### src/rtl/cnn_mul_arb_14s_8b.sv
// ---------------------------------------------------------------------------
// cnn_mul_arb_14s_8b
//
// Purpose:
//   Shares one pipelined signed 14b x 8b multiplier among NUM_REQ conv-layer
//   requesters. A round-robin arbiter accepts at most one operand pair per
//   cycle. Each product is returned with the tag of its requester on a single
//   response channel that supports backpressure.
//
// Parameters:
//   NUM_REQ    number of requesters (2..8)
//   ID_W       requester tag width, 2^ID_W >= NUM_REQ
//   MUL_STAGES register stages from accept to response (2..4)
//
// Ports:
//   ap_clk     clock, rising edge
//   ap_rst_n   asynchronous reset, active-low
//   req_valid  per-requester operand valid
//   req_ready  per-requester accept (one-hot or zero)
//   req_a      flattened signed 14b multiplicands, lane i at [14*i+13:14*i]
//   req_b      flattened signed 8b multipliers, lane i at [8*i+7:8*i]
//   rsp_valid  product valid
//   rsp_ready  consumer accept
//   rsp_data   signed 22b product a*b
//   rsp_id     index of the requester that issued the operands
//
// Optional feature (macro CNN_MUL_ARB_STATS_EN):
//   stat_grant_cnt  32b count of request transfers
//   stat_stall_cnt  32b count of cycles with rsp_valid=1 and rsp_ready=0
// ---------------------------------------------------------------------------
module cnn_mul_arb_14s_8b #(
  parameter int NUM_REQ    = 4,
  parameter int ID_W       = 2,
  parameter int MUL_STAGES = 2
) (
  input  logic                  ap_clk,
  input  logic                  ap_rst_n,
  input  logic [NUM_REQ-1:0]    req_valid,
  output logic [NUM_REQ-1:0]    req_ready,
  input  logic [NUM_REQ*14-1:0] req_a,
  input  logic [NUM_REQ*8-1:0]  req_b,
  output logic                  rsp_valid,
  input  logic                  rsp_ready,
  output logic [21:0]           rsp_data,
  output logic [ID_W-1:0]       rsp_id
`ifdef CNN_MUL_ARB_STATS_EN
  ,
  output logic [31:0]           stat_grant_cnt,
  output logic [31:0]           stat_stall_cnt
`endif
);

  localparam int IDX_W = $clog2(NUM_REQ);

  logic [IDX_W-1:0]   r_rr_ptr;
  logic [MUL_STAGES-1:0] r_vld;
  logic signed [13:0] r_a0;
  logic signed [7:0]  r_b0;
  logic [ID_W-1:0]    r_id   [MUL_STAGES];
  logic signed [21:0] r_prod [1:MUL_STAGES-1];

  logic               w_advance;
  logic               w_found;
  logic               w_transfer;
  logic [NUM_REQ-1:0] w_grant;
  logic [ID_W-1:0]    w_gid;
  logic [IDX_W-1:0]   w_next_ptr;
  logic signed [13:0] w_a_sel;
  logic signed [7:0]  w_b_sel;
  logic signed [21:0] w_a_ext;
  logic signed [21:0] w_b_ext;
  logic signed [21:0] w_prod;

  // The pipeline moves only when the output slot is empty or being drained.
  assign w_advance  = !r_vld[MUL_STAGES-1] | rsp_ready;
  assign w_transfer = w_found & w_advance;

  // Round-robin search starting at r_rr_ptr. The outer loop walks the
  // priority order; the inner loop keeps every lane index constant so the
  // operand mux is a plain AND-OR.
  always_comb begin
    w_grant    = '0;
    w_found    = 1'b0;
    w_gid      = '0;
    w_next_ptr = r_rr_ptr;
    w_a_sel    = '0;
    w_b_sel    = '0;
    for (int k = 0; k < NUM_REQ; k++) begin
      for (int i = 0; i < NUM_REQ; i++) begin
        if (!w_found && (i == (int'(r_rr_ptr) + k) % NUM_REQ) && req_valid[i]) begin
          w_found    = 1'b1;
          w_grant[i] = 1'b1;
          w_gid      = ID_W'(i);
          w_next_ptr = IDX_W'((i + 1) % NUM_REQ);
          w_a_sel    = req_a[14*i +: 14];
          w_b_sel    = req_b[8*i +: 8];
        end
      end
    end
  end

  // Ready is forced low while reset is asserted, even though the grant
  // logic itself is purely combinational.
  assign req_ready = (ap_rst_n && w_advance) ? w_grant : '0;

  // Sign-extend both operands to the full product width before multiplying.
  assign w_a_ext = {{8{r_a0[13]}}, r_a0};
  assign w_b_ext = {{14{r_b0[7]}}, r_b0};
  assign w_prod  = w_a_ext * w_b_ext;

  assign rsp_valid = r_vld[MUL_STAGES-1];
  assign rsp_data  = r_prod[MUL_STAGES-1];
  assign rsp_id    = r_id[MUL_STAGES-1];

  // Stage 0 holds the raw operands, stage 1 the product, and later stages
  // only delay it. A cycle without a transfer shifts in a bubble.
  always_ff @(posedge ap_clk or negedge ap_rst_n) begin
    if (!ap_rst_n) begin
      r_rr_ptr <= '0;
      r_vld    <= '0;
      r_a0     <= '0;
      r_b0     <= '0;
      for (int s = 0; s < MUL_STAGES; s++) r_id[s] <= '0;
      for (int s = 1; s < MUL_STAGES; s++) r_prod[s] <= '0;
    end else if (w_advance) begin
      r_vld <= {r_vld[MUL_STAGES-2:0], w_transfer};
      if (w_transfer) begin
        r_a0     <= w_a_sel;
        r_b0     <= w_b_sel;
        r_id[0]  <= w_gid;
        r_rr_ptr <= w_next_ptr;
      end
      r_prod[1] <= w_prod;
      for (int s = 1; s < MUL_STAGES; s++) r_id[s] <= r_id[s-1];
      for (int s = 2; s < MUL_STAGES; s++) r_prod[s] <= r_prod[s-1];
    end
  end

`ifdef CNN_MUL_ARB_STATS_EN
  logic [31:0] r_grant_cnt;
  logic [31:0] r_stall_cnt;

  // Free-running statistics counters that wrap naturally at 2^32.
  always_ff @(posedge ap_clk or negedge ap_rst_n) begin
    if (!ap_rst_n) begin
      r_grant_cnt <= '0;
      r_stall_cnt <= '0;
    end else begin
      if (w_transfer) r_grant_cnt <= r_grant_cnt + 32'd1;
      if (rsp_valid && !rsp_ready) r_stall_cnt <= r_stall_cnt + 32'd1;
    end
  end

  assign stat_grant_cnt = r_grant_cnt;
  assign stat_stall_cnt = r_stall_cnt;
`endif

endmodule

### config.mk
export PLATFORM = sky130hd
export DESIGN_NAME = cnn_mul_arb_14s_8b
export DESIGN_NICKNAME = d
export VERILOG_FILES = /design/src/rtl/cnn_mul_arb_14s_8b.sv
export SDC_FILE = /design/constraint.sdc
export NUM_CORES = 1
export LEC_CHECK = 0
export ABC_CLOCK_PERIOD_IN_PS = 5700
export BUFFER_PORTS_ARGS = -buffer_cell sky130_fd_sc_hd__buf_2
export CAP_MARGIN = 30
export CORE_ASPECT_RATIO = 2
export CORE_UTILIZATION = 55
export DETAILED_ROUTE_END_ITERATION = 16
export GPL_ROUTABILITY_DRIVEN = 0
export HOLD_SLACK_MARGIN = 0.15
export PLACE_DENSITY_LB_ADDON = 0.12
export RECOVER_POWER = 50
export SETUP_SLACK_MARGIN = 0.2
export SLEW_MARGIN = 10
export SYNTH_ARGS = -nofsm -noshare
export SYNTH_HDL_FRONTEND = slang
export SYNTH_SLANG_ARGS = --single-unit
### constraint.sdc
create_clock -name ap_clk -period 5.7 [get_ports ap_clk]
set_input_delay 1.425 -clock ap_clk [delete_from_list [all_inputs] [get_ports ap_clk]]
set_output_delay 1.425 -clock ap_clk [all_outputs]
set_load 0.02 [all_outputs]
==> impl_metrics.csv <==
group,metric,value,unit
run_status,status,"finished with violations",
run_status,violations,"capacitance limit, slew limit",
worst_setup_path,critPathKind,"in -> out",
floorplan,ios,124,
flow_run,drv_cap,1,
drt,firstDrtPassIters,5,
drt,drc,0,
drt,drtIter0Drc,445,
global_route,grt_max_degree,53,
cts,ctsResizeCount,0,
timing,drv_slew,53,
finish,fillers,1236,
cts,numCtsBuffers,5,
worst_setup_path,cp.required,4280,ps
worst_setup_path,r2r_slack,880,ps
worst_setup_path,r2r_cells,13,
timing,setup_viol,0,
worst_setup_path,crit_fanout,30,
timing,max_freq,0.201,GHz
floorplan,start_util,56.2,%
cts,insertion_delay,300,ps
placed_design,pre_cts_ws,930,ps
global_route,overflow,0,
drt,vias,7253,
worst_setup_path,startpoint_type,"input pin",
finish,final_cell_mix,"114 x buf_2, 106 x inv_1, 91 x fa_1, 77 x nand2_1, 69 x and2_1",
timing,hold_viol,0,
yosys,synthesis.nets,1123,
min_path,holdPathStages,2,
cts,path_clk_slew,60,ps
cts,clock-sinks,52,
yosys,ys_warn_count,0,
timing,skew,14.9,ps
floorplan,die_h,170,um
drt,wirelength,21000,um
yosys,synth_ff_type,"dfrtp_1",
floorplan,core,13800,um^2
global_route,antenna_found_initial,0,
drt,viasPerCell,6.18,
min_path,hold_path.class,"reg -> reg",
yosys,syn_inst,896,
finish,multi_input_area,5860,um^2
floorplan,fp.dieW,86.0,um
finish,diodes,0,
finish,num-nets-final,1212,
floorplan,rows,61,
cts,root_buffer,"clkbuf_16",
global_route,grt_pass1_vias,7253,
drt,ant_nets,0,
timing,finalCriticalPeriod,4970,ps
yosys,synth.avg_cell_area,8.67,um^2
drt,post_drt_wl_per_cell,17.9,um
worst_setup_path,end_kind,"output port",
finish,drive_gt1_share,14.7,%
timing,tns,0,ps
cts,clockBufferDepth,2,
finish,areaGrowthSynthToFinish,11.9,%
cts,postCtsSetupRepairBufs,0,
worst_setup_path,critPathArrivalTime,3540,ps
global_route,grt_pass1_wl,34600,um
yosys,netlist_area,7770,um^2
yosys,synthDistinctLibCells,58,
worst_setup_path,r2r-start,"r_b0[5]",
finish,register_area,1300,um^2
timing,rsz0062_at_grt,"no",
placed_design,numPortBuffers,123,
finish,layout_commonest_cell,"buf_2",
cts,cts_tree,"yes",
yosys,synth_seq_cells,52,
timing,relSlewSlack,-89.2,%
placed_design,hpwlAfterDp,16000,um
timing,fin_crit_sh,87.2,%
global_route,grt_usage,29.7,%
worst_setup_path,reg2reg_to,"rsp_data[21]",
min_path,min_to,"rsp_data[3]",
cts,cts_max_level,2,
min_path,hold_start,"rsp_data[3]",
cts,cts-hold-fix-buffers,0,
timing,tightest_slew,2840,ps
floorplan,dieArea,14600,um^2
yosys,yosysSeqAreaShare,16.8,%
yosys,synthArstFlopShare,100,%
yosys,synth_edf_count,0,
timing,worst_slack,730,ps
-- stage by stage --
stage               util (%)  cells  cell area (um^2)  hold slack [ps]
global placement        61.7   1165              8520              446
global route            62.9   1173              8690              494
finish                  62.9   1173              8690              460
floorplan                  -    896              7770              435
detailed placement      61.7   1165              8520              451
CTS                     62.8   1171              8680              466
-- synthesized netlist by cell type, types with 2 or more instances --
cell	n	area share, %
and3_1	5	0.40
o211ai_1	3	0.29
inv_1	106	5.1
ha_1	41	6.6
o221ai_1	20	2.3
a21o_1	25	2.4
o2111ai_1	4	0.45
a32o_1	20	2.6
buf_4	2	0.19
xor2_1	5	0.56
nand2_1	77	3.7
clkbuf_1	47	2.3
nor3_1	4	0.26
nor2_1	52	2.5
or4_1	2	0.19
a22oi_1	40	3.9
nor2b_1	7	0.56
buf_2	8	0.52
a21oi_1	38	2.4
o22ai_1	2	0.16
a211o_1	3	0.34
o2bb2ai_1	20	2.3
o21ai_1	4	0.26
nand2b_1	20	1.6
and2_1	69	5.6
o21a_1	7	0.68
a311oi_1	2	0.23
dfrtp_1	52	17
and3b_1	2	0.23
o21ai_0	21	1.4
nor3b_1	2	0.19
xnor2_1	10	1.1
a221o_1	24	3.1
fa_1	91	23
nand3_1	6	0.39
a31oi_1	27	2.2
nor4_1	2	0.16
o31ai_1	3	0.29
a211oi_1	4	0.39
-- cell type report --
type | count | share of cell area, %
Clock buffer | 5 | 1.44
Timing Repair Buffer | 140 | 8.51
Tap cell | 189 | 2.72
Multi-Input combinational cell | 679 | 67.4
Sequential cell | 52 | 15.0
Inverter | 107 | 4.62
Clock inverter | 1 | 0.346
-- cell families after synthesis --
kind of cell    Yosys count  share of synthesized area [%]
simple gates            256                           16.7
compound gates          276                           26.6
flops                    52                           16.8
buf+inv                 165                           8.20
fa+ha+maj               132                           30.1
xor+xnor                 15                           1.69
-- critical path, stage by stage --
cell and delay, ps:
buf_2 90, nand2b_1 90, clkbuf_1 1050, nand2_1 400, a31oi_1 280, buf_2 200
-- flip-flops by register name, indices dropped and copies added, names as in the netlist --
register  cells
r_rr_ptr      2
rsp_id        2
r_a0         14
r_b0          8
r_id          2
r_vld         2
rsp_data     22
-- how the worst max path moves through the flow --
stage	from	end	slack, ps	cells after the start
after global routing	rsp_ready	req_ready[1]	490	6
after CTS	r_b0[2]	rsp_data[19]	910	14
after global placement	r_b0[0]	rsp_data[20]	990	14
final	rsp_ready	req_ready[1]	730	6
after detailed placement	r_b0[2]	rsp_data[19]	930	14
after floorplan	r_b0[7]	rsp_data[20]	1100	16
-- per-layer routing --
layer  vias up  wire length, um  track usage, %
li1       3336                -               -
met1      3537             7960            33.7
met4         0              714            14.5
met2       314            11200            54.9
met3        66             1080            2.47
met5         -                0               0
Power is not shown: default switching activity piles up to over one toggle a cycle in this logic, so the estimate is an artifact.
